==> config.mk <==
export PLATFORM = sky130hd
export DESIGN_NAME = fetch_ctrl
export DESIGN_NICKNAME = d
export VERILOG_FILES = /design/src/rtl/fetch_ctrl_pkg.sv /design/src/rtl/fetch_ctrl_perf_cnt.sv /design/src/rtl/fetch_ctrl.sv
export SDC_FILE = /design/constraint.sdc
export NUM_CORES = 1
export LEC_CHECK = 0
export ABC_CLOCK_PERIOD_IN_PS = 2200
export BUFFER_PORTS_ARGS = -buffer_cell sky130_fd_sc_hd__buf_4
export CAP_MARGIN = 30
export CORE_MARGIN = 4
export CORE_UTILIZATION = 30
export DETAILED_ROUTE_END_ITERATION = 16
export SYNTH_ARGS = -nofsm -noshare
export SYNTH_HDL_FRONTEND = slang
export SYNTH_HIERARCHICAL = 1
export SYNTH_SLANG_ARGS = --single-unit
==> constraint.sdc <==
create_clock -name clk -period 2.2 [get_ports clk]
set_input_delay 0.66 -clock clk [delete_from_list [all_inputs] [get_ports clk]]
set_output_delay 0.66 -clock clk [all_outputs]
set_load 0.1 [all_outputs]
==> src/rtl/fetch_ctrl_pkg.sv <==
// ============================================================================
//  Module   : fetch_pkg
//  Brief    : State encoding and shared constants for the instruction-fetch
//             controller.
//  Revision : 1.0 - initial release
// ============================================================================
`default_nettype none

package fetch_pkg;

    typedef enum logic [1:0] {
        ST_IDLE    = 2'd0,
        ST_FETCH   = 2'd1,
        ST_HOLD    = 2'd2,
        ST_DISCARD = 2'd3
    } fetch_state_t;

    localparam logic [31:0] C_NOP_INSTR   = 32'h0000_0000;
    localparam int          C_STALL_CNT_W = 32;
    localparam int          C_DISC_CNT_W  = 16;

endpackage

`default_nettype wire

==> src/rtl/fetch_ctrl_perf_cnt.sv <==
// ============================================================================
//  Module   : fetch_perf_cnt
//  Brief    : Free-running stall-cycle and discard-event counters for the
//             fetch controller; both wrap and clear on reset.
//  Revision : 1.0 - initial release
// ============================================================================
`default_nettype none

module fetch_perf_cnt
    import fetch_pkg::*;
(
    input  logic                     clk,
    input  logic                     reset,
    input  logic                     stall_inc,
    input  logic                     disc_inc,
    output logic [C_STALL_CNT_W-1:0] stall_cycles,
    output logic [C_DISC_CNT_W-1:0]  discard_cnt
);

    logic [C_STALL_CNT_W-1:0] r_stall_cycles;
    logic [C_DISC_CNT_W-1:0]  r_discard_cnt;

    always_ff @(posedge clk) begin
        if (reset) begin
            r_stall_cycles <= '0;
            r_discard_cnt  <= '0;
        end else begin
            if (stall_inc)
                r_stall_cycles <= r_stall_cycles + 1'b1;
            if (disc_inc)
                r_discard_cnt  <= r_discard_cnt + 1'b1;
        end
    end

    assign stall_cycles = r_stall_cycles;
    assign discard_cnt  = r_discard_cnt;

endmodule

`default_nettype wire

==> src/rtl/fetch_ctrl.sv <==
// ============================================================================
//  Module   : fetch_ctrl
//  Brief    : Instruction-fetch sequencer for a variable-latency memory with a
//             req/ready handshake. Optional counters under FETCH_PERF_CNT_EN.
//  Revision : 1.0 - initial release
// ============================================================================
`default_nettype none

module fetch_ctrl
    import fetch_pkg::*;
#(
    parameter int          ADDR_W    = 32,
    parameter logic [31:0] NOP_INSTR = C_NOP_INSTR
) (
    input  logic              clk,
    input  logic              reset,
    input  logic [ADDR_W-1:0] pc,
    input  logic              redirect,
    input  logic              id_stall,
    output logic              mem_req,
    output logic [ADDR_W-1:0] mem_addr,
    input  logic              mem_ready,
    input  logic [31:0]       mem_rdata,
    output logic              pc_en,
    output logic              if_id_en,
    output logic              if_id_flush,
    output logic [31:0]       instr,
    output logic              busy
`ifdef FETCH_PERF_CNT_EN
    ,
    output logic [31:0]       stall_cycles,
    output logic [15:0]       discard_cnt
`endif
);

    fetch_state_t      r_state;
    fetch_state_t      w_next_state;
    logic [31:0]       r_hold_q;
    logic [ADDR_W-1:0] r_disc_addr_q;
    logic              w_hold_load;
    logic              w_disc_load;

    always_ff @(posedge clk) begin
        if (reset) begin
            r_state       <= ST_IDLE;
            r_hold_q      <= '0;
            r_disc_addr_q <= '0;
        end else begin
            r_state <= w_next_state;
            if (w_hold_load)
                r_hold_q <= mem_rdata;
            if (w_disc_load)
                r_disc_addr_q <= pc;
        end
    end

    always_comb begin
        w_next_state = r_state;
        w_hold_load  = 1'b0;
        w_disc_load  = 1'b0;
        mem_req      = 1'b0;
        mem_addr     = pc;
        pc_en        = 1'b0;
        if_id_en     = 1'b0;
        if_id_flush  = 1'b0;
        instr        = NOP_INSTR;
        busy         = 1'b0;

        case (r_state)
            ST_IDLE: begin
                if_id_flush  = 1'b1;
                w_next_state = ST_FETCH;
            end

            ST_FETCH: begin
                mem_req = 1'b1;
                busy    = ~mem_ready;
                if (redirect) begin
                    pc_en       = 1'b1;
                    if_id_flush = 1'b1;
                    // Request still outstanding: remember its address so the
                    // handshake can complete before the new target is fetched.
                    if (!mem_ready) begin
                        w_disc_load  = 1'b1;
                        w_next_state = ST_DISCARD;
                    end
                end else if (mem_ready && !id_stall) begin
                    pc_en    = 1'b1;
                    if_id_en = 1'b1;
                    instr    = mem_rdata;
                end else if (mem_ready) begin
                    w_hold_load  = 1'b1;
                    w_next_state = ST_HOLD;
                end else if (!id_stall) begin
                    if_id_flush = 1'b1;
                end
            end

            ST_HOLD: begin
                busy = 1'b1;
                if (redirect) begin
                    pc_en        = 1'b1;
                    if_id_flush  = 1'b1;
                    w_next_state = ST_FETCH;
                end else if (!id_stall) begin
                    pc_en        = 1'b1;
                    if_id_en     = 1'b1;
                    instr        = r_hold_q;
                    w_next_state = ST_FETCH;
                end
            end

            ST_DISCARD: begin
                mem_req     = 1'b1;
                mem_addr    = r_disc_addr_q;
                busy        = 1'b1;
                if_id_flush = ~id_stall;
                if (redirect) begin
                    pc_en       = 1'b1;
                    if_id_flush = 1'b1;
                end
                if (mem_ready)
                    w_next_state = ST_FETCH;
            end

            default: w_next_state = ST_IDLE;
        endcase
    end

`ifdef FETCH_PERF_CNT_EN
    logic w_stall_inc;

    assign w_stall_inc = ((r_state == ST_FETCH) && !mem_ready) ||
                         (r_state == ST_DISCARD);

    fetch_perf_cnt u_perf_cnt (
        .clk          (clk),
        .reset        (reset),
        .stall_inc    (w_stall_inc),
        .disc_inc     (w_disc_load),
        .stall_cycles (stall_cycles),
        .discard_cnt  (discard_cnt)
    );
`endif

endmodule

`default_nettype wire

Word level (Yosys, flattened, before mapping)
Index checks and enable logic that the tools add are counted.
{ "word_totals": {"register_bits": 66, "wordCells": 56, "output_inout_bits": 69, "inputBits": 69} }
{ "op_classes": {"eq_ne": 8, "bitwise": 2, "n_reduce_logical": 6, "mux": 37} }
{ "op_table": {"columns": ["cell", "count"], "rows": [
  ["$mux 32", 5],
  ["$pmux 32 s2", 1],
  ["$mux 1", 19],
  ["$mux 2", 7],
  ["$ne 3x3->1 const B", 4],
  ["$pmux 2 s4", 1],
  ["$reduce_and 5->1", 1],
  ["$eq 2x2->1 const B", 2],
  ["$pmux 1 s2", 2],
  ["$pmux 1 s4", 1],
  ["$reduce_or 2->1", 2],
  ["$pmux 1 s3", 1],
  ["$eq 2x1->1 const B", 1],
  ["$logic_not 2->1", 1],
  ["$ne 2x2->1 const B", 1],
  ["$not 1->1", 2],
  ["$logic_and 1x1->1", 1],
  ["$logic_not 1->1", 1]
]} }

Logic depth before layout (Yosys ltp)
Gate-level depths: netlist of run 1.
{ "depth": {"ltp_word": 5, "mapped_depth": 7, "mapped_depth_nobuf": 5} }

Least setup slack after synthesis of run 1
Ideal clock, no wire load.
{ "synth_timing": {"path_type": "input to output", "from": "input redirect", "to": "output pc_en", "path_slack_ps": -1686, "t_arrival_ps": 3226, "stages": 4, "n_path_buf": 1, "t_required_ps": 1540, "path_cell_list": "buf_4 -> a21o_1 -> o21ai_0 -> a211oi_1"} }
{ "synth_via": {"elab_chain_len": 2, "word_cells_on_any_way": 4, "classes_between": "mux (4)"} }
{ "synth_rtl": {"columns": ["item", "line_no", "rtl"], "rows": [
  ["start, declared", "fetch_ctrl.sv:18", "input logic redirect,"],
  ["$mux 1 (on tied branches)", "fetch_ctrl.sv:118, fetch_ctrl.sv:78, fetch_ctrl.sv:101", null],
  ["$pmux 1 s3 (*)", "fetch_ctrl.sv:69", "case (r_state)"],
  ["end, declared", "fetch_ctrl.sv:24", "output logic pc_en,"]
]} }
Mark *: on every way between the ends. The rest lies on a longest branch, timed or not.

Worst setup path after layout of run 1
{ "layout_timing": {"from": "input redirect", "to": "output instr[12]"} }
{ "layout_via": {"elab_chain_len": 2, "word_cells_on_any_way": 3, "classes_between": "mux (3)"} }
{ "layout_rtl": {"columns": ["item", "line_no", "rtl"], "rows": [
  ["$mux 32 (on tied branches)", "fetch_ctrl.sv:101, fetch_ctrl.sv:78", null],
  ["$pmux 32 s2 (*)", "fetch_ctrl.sv:69", null],
  ["end, declared", "fetch_ctrl.sv:27", "output logic [31:0] instr,"]
]} }
Marked as above.

==> results of run 1 <==
==> repair_timing <==
item	in CTS	in global routing
endpoints found under the setup margin	69	69
hold endpoints to repair	0	0
gates resized for setup	217	56
pin swaps	15	8
cloned	9	2
buffers inserted	10	3
==> cell usage after synthesis <==
cell	instances
inv_1	3
and4b_1	1
ha_1	5
nand2_1	128
or2b_1	1
nor2b_1	7
buf_4	6
o21bai_1	3
or2_2	1
dfxtp_1	66
and3b_1	2
nand3b_1	1
buf_12	3
o21ai_0	1
buf_6	5
clkbuf_1	10
nor2b_2	29
nor3b_1	1
a311oi_1	1
nand2b_1	2
a21oi_1	66
o221a_1	1
a21o_1	2
nor3_1	2
nor4bb_1	1
a22oi_1	3
a31oi_1	1
nor2_1	1
o31ai_1	1
o21a_1	1
mux2_2	32
a211oi_1	1
buf_2	14
nand4b_1	1
nor3b_4	1
a22oi_2	29
==> layout by cell type (no fill, tap or decap), types with 2 or more instances in the layout <==
master     instances
dfxtp_1           64
dfxtp_4            2
mux2_4            31
and3b_1            2
buf_6              7
buf_16             7
ha_4               4
nand2b_1           2
a22oi_2           32
clkinv_2           2
o21bai_1           3
nor2b_1            4
nor2b_4           32
clkbuf_1           2
inv_4              2
clkbuf_16         11
a21oi_1           65
buf_4             85
nand2_1          128
buf_12            79
nor3_1             2
==> where the power goes <==
part / switching [W] / internal, W / leakage (nW)
Sequential: 0.0000516 / 0.00127 / 0.536
Combinational: 0.00141 / 0.00122 / 2.03
Clock: 0.000507 / 0.000899 / 0.142
Total: 0.00197 / 0.00338 / 2.71
==> path summary, 6_finish.rpt <==
check | start | end | slack (ps) | cells past startpoint
max | redirect | instr[12] | -350 | 7
min reg2reg | r_disc_addr_q[1] | r_disc_addr_q[1] | 460 | 2
min | r_disc_addr_q[1] | r_disc_addr_q[1] | 460 | 2
max reg2reg | r_state[1] | r_disc_addr_q[30] | 630 | 7
==> metal layers <==
| layer | global-route usage | part of all wire | vias up |
|---|---|---|---|
| met5 | 0 | 0 | - |
| met4 | 0.0530 | 0.0082 | 0 |
| met3 | 0.0485 | 0.074 | 8 |
| met2 | 0.307 | 0.52 | 146 |
| met1 | 0.220 | 0.40 | 1772 |
| li1 | - | - | 1781 |
==> cells by family after synthesis <==
family,synth area share
multiplexers,0.0966
AND/OR/NAND/NOR,0.241
AO/OA/AOI/OAI,0.216
buffers and inverters,0.0751
flip-flops,0.354
adder cells (fa/ha/maj),0.0168
==> sequential cells by signal, summed over array words and instances (netlist names) <==
name	flops
r_state	2
r_disc_addr_q	32
r_hold_q	32
==> per-stage QoR <==
step           std cells  utilization  instance area [um2]  worst slack, ps  hold slack, ps
2_1_floorplan        433            -                 3940             -279             433
3_3_place_gp         722        0.424                 5140             -416             439
3_5_place_dp         722        0.424                 5140             -429             447
4_1_cts              755        0.551                 6680             -358             454
5_1_grt              759        0.574                 6950             -422             471
6_report             759        0.574                 6950             -345             456
==> worst max-delay path, cell delays in order <==
cell and delay (ps):
buf_4 140, nor4bb_4 290, buf_6 200, clkbuf_16 190
a22oi_2 80, nor2b_4 150, buf_12 180
==> layout make-up <==
| class | instances | area, um2 |
|---|---|---|
| clock buffers | 12 | 246 |
| repair buffers | 181 | 2570 |
| multi-input cells | 326 | 2540 |
| inverters | 3 | 16.3 |
| fillers | 1006 | 5160 |
| clock inverters | 3 | 40.0 |
| flip-flops and latches | 66 | 1330 |
| well taps | 168 | 210 |
==> qor.csv, run 1 <==
stage;metric;value;unit
timing;worst relative slew slack;0.716;
layout;final net count;661;
clocking;hold buffers post-CTS;0;
worst_setup_path;Worst setup EP type;primary output;
floorplan;I/O pin count;138;
timing;final worst slack;-345;ps
logic_synthesis;distinct cell type count after synthesis;36;
logic_synthesis;warnings from Yosys;6;
global_route;GRT Total Usage;0.179;
pwr;Peak supply drop;413;uV
status;failing checks;negative setup slack;
logic_synthesis;Post-Synthesis Cells;433;
route;routed len/inst;17.9;um
clocking;clk root buf;clkbuf_16;
layout;layout cells sized above 1;0.519;
pwr;Leakage;2.71;nW
floorplan;total core area;12100;um2
global_route;gr ovfl total;0;
worst_setup_path;startpoint types;input port;
place;IO Port Bufs;137;
route;Routed WL;13600;um
global_route;antenna violations before repair;0;
job;max cap viols;0;
place;Final Wtd Congestion;0.799;
global_route;vias in the first global route;3856;
route;routed via count;3707;
timing;RSZ-0062 raised after global routing;true;
global_route;pin count of the biggest net entering global routing;37;
timing;final setup violating endpoints;69;
pwr;Power, Total;0.00535;W
timing;minimum clock period;2550;ps
timing;Max Slew Vio Count;0;
global_route;first-pass GRT wire length;20600;um
worst_setup_path;Critical Path RT;1540;ps
route;Post-DRT Antenna Nets;0;
route;drt drc;0;
timing;period utilization;1.16;
floorplan;initial core utilization;0.308;
worst_setup_path;Worst Path Max Fanout;8;
clocking;CTS Buf Count;9;
route;drt initial violations;262;
clocking;Skew-Pair Late Insertion Delay;320;ps
clocking;maximum clock path buffer count;2;
floorplan;die width;120;um
timing;Final Hold Violating Endpoints;0;
timing;Worst Clk Skew;8.93;ps
logic_synthesis;synth top area cells;dfxtp_1 (35%), nand2_1 (13%), a22oi_2 (9.7%), mux2_2 (9.7%), a21oi_1 (8.9%);
logic_synthesis;sequential share of the synthesized area;0.354;
pwr;pwr dens;769;nW/um2
clocking;# clock sinks;66;
min_path;Hold Path Class;reg -> reg;
logic_synthesis;syn avg cell area;8.61;um2
logic_synthesis;flops & latches, synth;66;
layout;ANT cells;0;
worst_setup_path;WP data arrival;1890;ps
worst_setup_path;critical path class;in -> out;
place;dpl hpwl;6900;um
logic_synthesis;syn nets;507;
clocking;CTS tree;built;
timing;FMAX;393;MHz
route;Pre-Repair DR Iteration Count;4;
logic_synthesis;synthesized area;3730;um2
clocking;CTS H-tree depth;3;
route;DR vias/cell;4.88;
floorplan;die area;14300;um2
status;status;finished with violations;
layout;P&R area growth vs syn;86.4;%
timing;worst slew pin tran;425;ps
logic_synthesis;post-synth top area cell;dfxtp_1;
floorplan;die height;120;um
logic_synthesis;Synth top area share;0.354;
floorplan;row cnt;40;
clocking;Clock transition at path regs;50;ps
timing;final setup TNS;-19540;ps
(Power assumes the default switching activity.)
==> inputs of run 2 (changes only) <==
--- a/config.mk
+++ b/config.mk
@@ -11,6 +11,8 @@
 export CORE_MARGIN = 4
 export CORE_UTILIZATION = 30
 export DETAILED_ROUTE_END_ITERATION = 16
+export HOLD_SLACK_MARGIN = 0.06
+export REMOVE_ABC_BUFFERS = 1
 export SYNTH_ARGS = -nofsm -noshare
 export SYNTH_HDL_FRONTEND = slang
 export SYNTH_HIERARCHICAL = 1
==> qor.csv, run 2 (synthesis results as in run 1) <==
stage;metric;value;unit
layout;Cell Count, Final, Fillers Out;761;
pwr;Peak supply drop;422;uV
clocking;maximum clock path buffer count;2;
min_path;hold path cells;2;
global_route;first-pass GRT wire length;18800;um
worst_setup_path;critical path class;in -> out;
worst_setup_path;startpoint types;input port;
clocking;CTS tree;built;
place;dpl hpwl;6980;um
pwr;Seq pwr share;0.255;
global_route;GRT Total Usage;0.163;
timing;Max Slew Vio Count;0;
route;routed via count;3686;
global_route;gr ovfl total;0;
route;Post-DRT Antenna Nets;0;
timing;RSZ-0062 raised after global routing;true;
timing;FMAX;385;MHz
floorplan;total core area;12100;um2
worst_setup_path;RR Startpoint;r_state[1];
worst_setup_path;r2r endpoint;r_disc_addr_q[21];
place;Placed Cells;721;
place;Final Wtd Congestion;0.779;
timing;Final Hold Violating Endpoints;0;
min_path;hold path start;r_disc_addr_q[3];
clocking;Clock transition at path regs;50;ps
floorplan;die area;14300;um2
layout;final net count;662;
worst_setup_path;Reg2Reg Setup Slack;460;ps
min_path;hold endpoint;r_disc_addr_q[3];
clocking;CTS Buf Count;9;
job;max cap viols;0;
place;dpl cell area;4930;um2
worst_setup_path;WP data arrival;1930;ps
layout;Top Registers;r_disc_addr_q (32), r_hold_q (32), r_state (2);
timing;period utilization;1.18;
pwr;pwr dens;770;nW/um2
place;IO Port Bufs;137;
worst_setup_path;Critical Path RT;1540;ps
clocking;hold buffers post-CTS;0;
global_route;vias in the first global route;3686;
timing;worst slew pin tran;405;ps
floorplan;die height;120;um
route;Pre-Repair DR Iteration Count;4;
route;routed len/inst;16.8;um
timing;minimum clock period;2590;ps
clocking;clk root buf;clkbuf_16;
floorplan;row cnt;40;
timing;Worst Clk Skew;4.66;ps
clocking;Skew-Pair Late Insertion Delay;320;ps
route;drt initial violations;143;
clocking;# clock sinks;66;
pwr;Gate power share;0.446;
timing;final worst slack;-394;ps
timing;worst relative slew slack;0.730;
layout;P&R area growth vs syn;79.8;%
global_route;antenna violations before repair;0;
floorplan;die width;120;um
min_path;Hold Path Class;reg -> reg;
pwr;Leakage;2.57;nW
route;Routed WL;12800;um
pwr;Switching Fraction;0.367;
layout;Finished Cell Area;6710;um2
layout;# fillers;1013;
route;DR vias/cell;4.84;
worst_setup_path;Worst setup EP type;primary output;
status;status;finished with violations;
pwr;Internal Power;0.00327;W
pwr;clock share of power;0.299;
floorplan;I/O pin count;138;
layout;commonest cells after routing, fill and taps aside;nand2_1 (128), buf_4 (88), buf_12 (71);
worst_setup_path;R2R depth;9;
pwr;Sw Pwr;0.00190;W
layout;layout cells sized above 1;0.513;
floorplan;initial core utilization;0.308;
status;failing checks;negative setup slack;
timing;final setup violating endpoints;69;
clocking;CTS H-tree depth;3;
layout;ANT cells;0;
worst_setup_path;Worst Path Max Fanout;8;
global_route;pin count of the biggest net entering global routing;37;
layout;commonest non-fill, non-tap cell in the layout;nand2_1;
route;drt drc;0;
-- run 2: what timing repair did --
action | in CTS | in global routing
endpoints found under the setup margin | 69 | 69
gates cloned | 7 | 5
gates resized for setup | 193 | 75
buffers inserted | 8 | 5
pin swaps | 4 | 8
-- run 2: area by class of cell --
cell class | count | area, um2 | area share
Timing Repair Buffer | 182 | 2510 | 0.374
Multi-Input combinational cell | 326 | 2320 | 0.347
Sequential cell | 66 | 1330 | 0.198
Clock buffer | 11 | 243 | 0.0362
Tap cell | 168 | 210 | 0.0313
Clock inverter | 5 | 77.6 | 0.0116
Inverter | 3 | 16.3 | 0.00242
-- run 2: how the worst max path moves through the flow --
stage               startpoint        end  depth (start not counted)
CTS                 r_state[1]  instr[22]                          9
finish                redirect  instr[10]                          7
global route        r_state[1]  instr[22]                          8
floorplan           r_state[0]  instr[11]                          4
detailed placement    redirect  instr[10]                          6
global placement      redirect  instr[12]                          6
-- run 2: routing by layer --
layer / vias to the layer above / part of all wire / GRT usage
met5: - / 0 / 0
met4: 0 / 0.013 / 0.0616
met3: 11 / 0.078 / 0.0514
met2: 144 / 0.50 / 0.276
met1: 1745 / 0.41 / 0.193
li1: 1786 / - / -
-- run 2: worst max-delay path, cell delays in order --
cell and delay [ps]:
buf_4 140, nor4bb_4 320, buf_4 210, buf_16 140
a22oi_2 60, nor2b_2 190, buf_12 200
-- run 2: metrics by stage --
stage	power, W	TNS [ps]	setup slack, ps	util	hold slack (ps)
finish	0.00517	-19950	-394	0.554	450
floorplan	0.00256	-158830	-4930	-	427
global placement	0.00306	-12740	-400	0.407	438
global route	0.00537	-24550	-466	0.554	473
CTS	0.00501	-20810	-431	0.515	453
detailed placement	0.00309	-13610	-410	0.407	443
-- run 2: power groups by stage --
stage	Sequential [W]	Clock, W	Combinational (W)
finish	0.00132	0.00154	0.00230
CTS	0.00131	0.00159	0.00211
global route	0.00132	0.00164	0.00241
global placement	0.00132	0	0.00174
detailed placement	0.00132	0	0.00176
floorplan	0.00132	0	0.00124
